--- config.mk ---
export PLATFORM = sky130hd
export DESIGN_NAME = stepper_position_ctrl
export DESIGN_NICKNAME = d
export VERILOG_FILES = /design/src/rtl/stepper_position_ctrl.sv
export SDC_FILE = /design/constraint.sdc
export NUM_CORES = 1
export LEC_CHECK = 0
export BUFFER_PORTS_ARGS = -buffer_cell sky130_fd_sc_hd__buf_4
export CORE_MARGIN = 4
export CORE_UTILIZATION = 45
export DETAILED_ROUTE_END_ITERATION = 12
export PLACE_DENSITY = 0.66
export SLEW_MARGIN = 20
export SYNTH_ARGS = -nofsm -noshare
export SYNTH_HDL_FRONTEND = slang
export SYNTH_SLANG_ARGS = --single-unit
--- constraint.sdc ---
create_clock -name clk -period 4.43 [get_ports clk]
set_input_delay 0.6645 -clock clk [delete_from_list [all_inputs] [get_ports clk]]
set_output_delay 0.6645 -clock clk [all_outputs]
set_load 0.02 [all_outputs]
--- src/rtl/stepper_position_ctrl.sv ---
// Closed-count absolute stepper positioner: steps a 4-coil motor toward a signed
// half-step target at a fixed tick rate, with optional settle dwell and idle hold.
module stepper_position_ctrl #(
  parameter int POS_W        = 14,
  parameter int DIV_W        = 19,
  parameter int STEP_DIV     = 262144,
  parameter int SETTLE_TICKS = 4
) (
  input  logic                    clk,
  input  logic                    reset_n,
  input  logic                    load,
  input  logic signed [POS_W-1:0] target,
  input  logic                    half_step,
  input  logic                    hold_en,
  input  logic                    abort,
  output logic                    ready,
  output logic                    busy,
  output logic                    done,
  output logic                    err,
  output logic signed [POS_W-1:0] position,
  output logic                    A1,
  output logic                    B1,
  output logic                    A2,
  output logic                    B2
);

  localparam int SET_W = $clog2(SETTLE_TICKS + 2);

  typedef enum logic [1:0] {IDLE, RUN, SETTLE} state_e;

  state_e                  state_q;
  logic signed [POS_W-1:0] pos_q, tgt_q, pos_d;
  logic                    half_q;
  logic [DIV_W-1:0]        div_q, div_d;
  logic [SET_W-1:0]        settle_q;
  logic                    done_q, err_q;

  logic [POS_W:0]          acc_delta;
  logic                    odd_reject, tick;
  logic signed [POS_W-1:0] step_mag;
  logic [3:0]              coils;

  // Extra sign bit keeps target - position exact over the full signed range.
  assign acc_delta  = {target[POS_W-1], target} - {pos_q[POS_W-1], pos_q};
  assign odd_reject = !half_step && acc_delta[0];

  assign tick     = (div_q == DIV_W'(STEP_DIV - 1));
  assign div_d    = tick ? '0 : div_q + DIV_W'(1);
  assign step_mag = half_q ? POS_W'(1) : POS_W'(2);
  assign pos_d    = (tgt_q > pos_q) ? pos_q + step_mag : pos_q - step_mag;

  always_ff @(posedge clk or negedge reset_n) begin
    if (!reset_n) begin
      state_q  <= IDLE;
      pos_q    <= '0;
      tgt_q    <= '0;
      half_q   <= 1'b0;
      div_q    <= '0;
      settle_q <= '0;
      done_q   <= 1'b0;
      err_q    <= 1'b0;
    end else begin
      done_q <= 1'b0;
      err_q  <= 1'b0;
      case (state_q)
        IDLE: begin
          if (load && !abort) begin
            if (odd_reject) begin
              err_q <= 1'b1;
            end else begin
              tgt_q    <= target;
              half_q   <= half_step;
              div_q    <= '0;
              settle_q <= '0;
              state_q  <= (acc_delta != '0) ? RUN : SETTLE;
            end
          end
        end
        RUN: begin
          if (abort) begin
            state_q <= IDLE;
            div_q   <= '0;
          end else begin
            div_q <= div_d;
            if (tick) begin
              pos_q <= pos_d;
              // Accepted full-step deltas are even, so equality is always hit exactly.
              if (pos_d == tgt_q) begin
                state_q  <= SETTLE;
                settle_q <= '0;
                div_q    <= '0;
              end
            end
          end
        end
        SETTLE: begin
          if (abort) begin
            state_q <= IDLE;
            div_q   <= '0;
          end else if (settle_q == SET_W'(SETTLE_TICKS)) begin
            state_q <= IDLE;
            done_q  <= 1'b1;
          end else begin
            div_q <= div_d;
            if (tick) settle_q <= settle_q + SET_W'(1);
          end
        end
        default: state_q <= IDLE;
      endcase
    end
  end

  function automatic logic [3:0] phase_pattern(input logic [2:0] ph);
    case (ph)
      3'd0:    phase_pattern = 4'b1000;
      3'd1:    phase_pattern = 4'b1100;
      3'd2:    phase_pattern = 4'b0100;
      3'd3:    phase_pattern = 4'b0110;
      3'd4:    phase_pattern = 4'b0010;
      3'd5:    phase_pattern = 4'b0011;
      3'd6:    phase_pattern = 4'b0001;
      default: phase_pattern = 4'b1001;
    endcase
  endfunction

  assign coils    = (state_q != IDLE || hold_en) ? phase_pattern(pos_q[2:0]) : 4'b0000;
  assign {A1, B1, A2, B2} = coils;

  assign ready    = (state_q == IDLE);
  assign busy     = (state_q == RUN) || (state_q == SETTLE);
  assign done     = done_q;
  assign err      = err_q;
  assign position = pos_q;

endmodule

==> run_results.csv <==
group,metric,value,unit
outcome,status,"completed",
run,cap_violations,0,
pwr,p_leak,2.550,nW
setup_path,required,4.64,ns
pwr,power_density,502.3,nW/um2
setup_path,path_cells,"inv_2 -> ha_1 -> nand4_1 -> nor2_1 -> o31ai_2 -> and3_1 -> nor3_2 -> buf_4 -> inv_6 -> ha_4 -> buf_4 -> and3_2 -> a221oi_4 -> o21ai_4 -> a31oi_4 -> xnor2_1 -> o211ai_1 -> nor4_4 -> buf_4 -> a31o_4 -> mux2_4",
drt,routed_via_density,5.447,
die,dieArea,11270,um2
timing,setup_viol,0,
timing,grt_setup_unrepaired,"true",
synth,synth.top_cell.area_share,0.3176,
setup_path,cpMaxStageDelayCell,"dfrtp_2",
drt,drt_iter0_drc,175,
synth,ys_seq_elements,55,
setup_path,cp_data_arrival_time,4.56,ns
cells_and_area,drive_gt1_frac,0.3181,
synth,yosysTopAreaCell,"dfrtp_1",
hold_path,hold_class,"primary input to asynchronous set/reset pin",
setup_path,critical_path_class,"flip-flop to flip-flop",
clock_tree,clockRootBuffer,"clkbuf_8",
grt,grt_max_degree,56,
place,globalplace.congestion,0.8675,
drt,ant_nets,0,
synth,yosys_warnings,0,
timing,fmax,229.7,MHz
grt,antenna_found_initial,0,
pwr,ir_drop,0.2685,mV
pwr,p_total,2.826,mW
clock_tree,htree_levels,2,
synth,synthArstFlopShare,1.000,
timing,hold_viol,0,
setup_path,cp_max_fo,5,
timing,layout_min_cycle_time,4.353,ns
synth,synthFlopType,"dfrtp_1",
synth,synth_nets,551,
timing,clock-skew-final,0.01122,ns
place,io_buffer_count,41,
clock_tree,cts_hold_buf,0,
drt,drt-total-wl,11740,um
place,dp_cells,690,
clock_tree,worstSkewPairLatency,0.32,ns
die,die_x,106.1,um
grt,grt_pass1_wl,19060,um
clock_tree,cts_buffers,5,
die,ios,42,
clock_tree,clockBufferDepth,2,
synth,ys_types,62,
timing,min_period_over_period,0.9825,
drt,detail_route.wl_per_cell,16.30,um
setup_path,cp_common_cell,"buf_4",
timing,worst_slew_pin_slew,0.9798,ns
setup_path,critical_path.max_stage_delay,0.40,ns
clock_tree,cts_tree,"yes",
drt,vias,3922,
timing,drv_slew,0,
cells_and_area,antenna_cells,0,
synth,syn-mean-instance-area,8.992,um2
grt,grt_overflow,0,
drt,post-route-drc-count,0,
drt,firstDrtPassIters,4,
cells_and_area,area_delta_synth_final,29.82,%
timing,slew_headroom,0.3455,
setup_path,r2r-start,"position[13]",
synth,synth_area_leaders,"dfrtp_1 32%, ha_1 14%, xnor2_1 4.4%, mux2_2 3.9%, nand2_1 3.9%",
clock_tree,cts_sinks,55,
cells_and_area,n_fill_cell,807,
setup_path,crit_buf_inv,5,
cells_and_area,layout.nets,659,
cells_and_area,final_util,0.6032,
setup_path,start_kind,"flip-flop",
setup_path,cp-end-kind,"flip-flop",
die,coreArea,9328,um2
synth,syn_inst,482,
grt,grt_pass1_vias,3817,
clock_tree,clkSlewWorstSetupHoldPaths,0.12,ns
synth,synthesis.area,4334,um2
die,start_util,0.4647,
synth,synth-edff-count,0,
die,dieHeight,106.1,um
grt,track_usage,0.2098,
place,place_hpwl,8766,um
setup_path,crit_family,"simple AND/OR/NAND/NOR gates",
cells_and_area,instances_no_fill,720,
synth,seq_area_frac_synth,0.3176,
die,rows,35,
setup_path,worstSetupStartpoint,"position[13]",
sequential cells by signal, summed over array words and instances, names as in the netlist:
register and cells:
position 14, done 1, half_q 1, div_q 19, state_q 2, settle_q 3
err 1, tgt_q 14
placed cells by master (no fill, tap or decap), drive strengths merged, types with 3 or more instances in the layout:
cell	n
buf	112
dfrtp	55
ha	48
nand2	45
nor2	37
o21ai	34
a21oi	33
inv	33
xnor2	22
xor2	18
mux2	16
nand4	12
nor3	11
nand2b	10
a21o	10
nor2b	10
nand3	7
or3	7
nor4	6
mux2i	5
clkbuf	5
o31ai	5
a31oi	4
a211oi	3
or2	3
nand3b	3
o211ai	3
o21a	3
cell families (layout without fill, tap and decap cells):
family          Yosys count  count (layout)  synth area share
compound gates          115             115            0.1781
xor+xnor                 41              41           0.08603
fa+ha+maj                49              49            0.1432
buf+inv                  43             152           0.03724
flops                    55              55            0.3176
mux                      21              21           0.05398
simple gates            158             158            0.1839
synth_stat cells (all sizes together), types with 12 or more instances:
library cell and instances:
o21ai 34, nand2 45, nand4 12, a21oi 33
dfrtp 55, nor2 37, mux2 16, xnor2 22
inv 32, ha 48, xor2 18
per-layer routing:
metal  GRT usage  wire length [um]
met5           0                 0
met4     0.04625               133
met3     0.02975               525
met2      0.3362              5472
met1      0.3008              5605
repair_timing:
action	CTS	global route
setup buffers	8	14
resized for setup	6	30
endpoints found under the setup margin	3	5
endpoints found under the hold margin	0	0
pin swaps	13	17
final cells by class:
type,instances,area [um2],share of cell area
inverter,32,125.1,0.02224
tap,129,161.4,0.02869
multi-input combinational,384,3002,0.5335
clock inverter,3,23.77,0.004225
clock buffer,5,68.82,0.01223
sequential,55,1385,0.2462
timing repair buffer,112,860.8,0.1530
worst reg2reg max path, cell delays in order, from the launching register on:
cell      delay [ns]
dfrtp_2         0.40
inv_2           0.06
ha_1            0.29
nand4_1         0.17
nor2_1          0.15
o31ai_2         0.08
and3_1          0.15
nor3_2          0.23
buf_4           0.18
inv_6           0.05
ha_4            0.21
buf_4           0.16
and3_2          0.22
a221oi_4        0.35
o21ai_4         0.13
a31oi_4         0.22
xnor2_1         0.15
o211ai_1        0.15
nor4_4          0.27
buf_4           0.18
a31o_4          0.16
mux2_4          0.29
power breakdown:
group          internal (mW)  leakage [nW]  switching, mW
combinational          0.879          1.79          0.949
clock                  0.115        0.0461          0.197
sequential             0.594         0.710         0.0916
worst paths after layout:
| check | endpoint | slack [ns] | cells past startpoint |
|---|---|---|---|
| setup / recovery | state_q[0] | 0.08 | 21 |
| min in group clk | div_q[3] | 0.49 | 1 |
| setup reg to reg | state_q[0] | 0.08 | 21 |
| hold reg to reg | div_q[3] | 0.49 | 1 |
| hold / removal | position[11] | 0.37 | 1 |
| max in group asynchronous | position[2] | 3.48 | 1 |
through the flow:
step / hold WS, ns / TNS (ns) / setup WS (ns) / instance area (um2)
2_1_floorplan: 0.3689 / 0 / 0.02390 / 4375
5_1_grt: 0.4563 / -0.3749 / -0.1258 / 5627
6_report: 0.3659 / 0 / 0.07739 / 5627
3_3_place_gp: 0.4758 / -0.001920 / -0.001920 / 5182
3_5_place_dp: 0.4667 / -0.1098 / -0.05537 / 5182
4_1_cts: 0.4331 / 0 / 0.01708 / 5368
(Power assumes the default switching activity.)
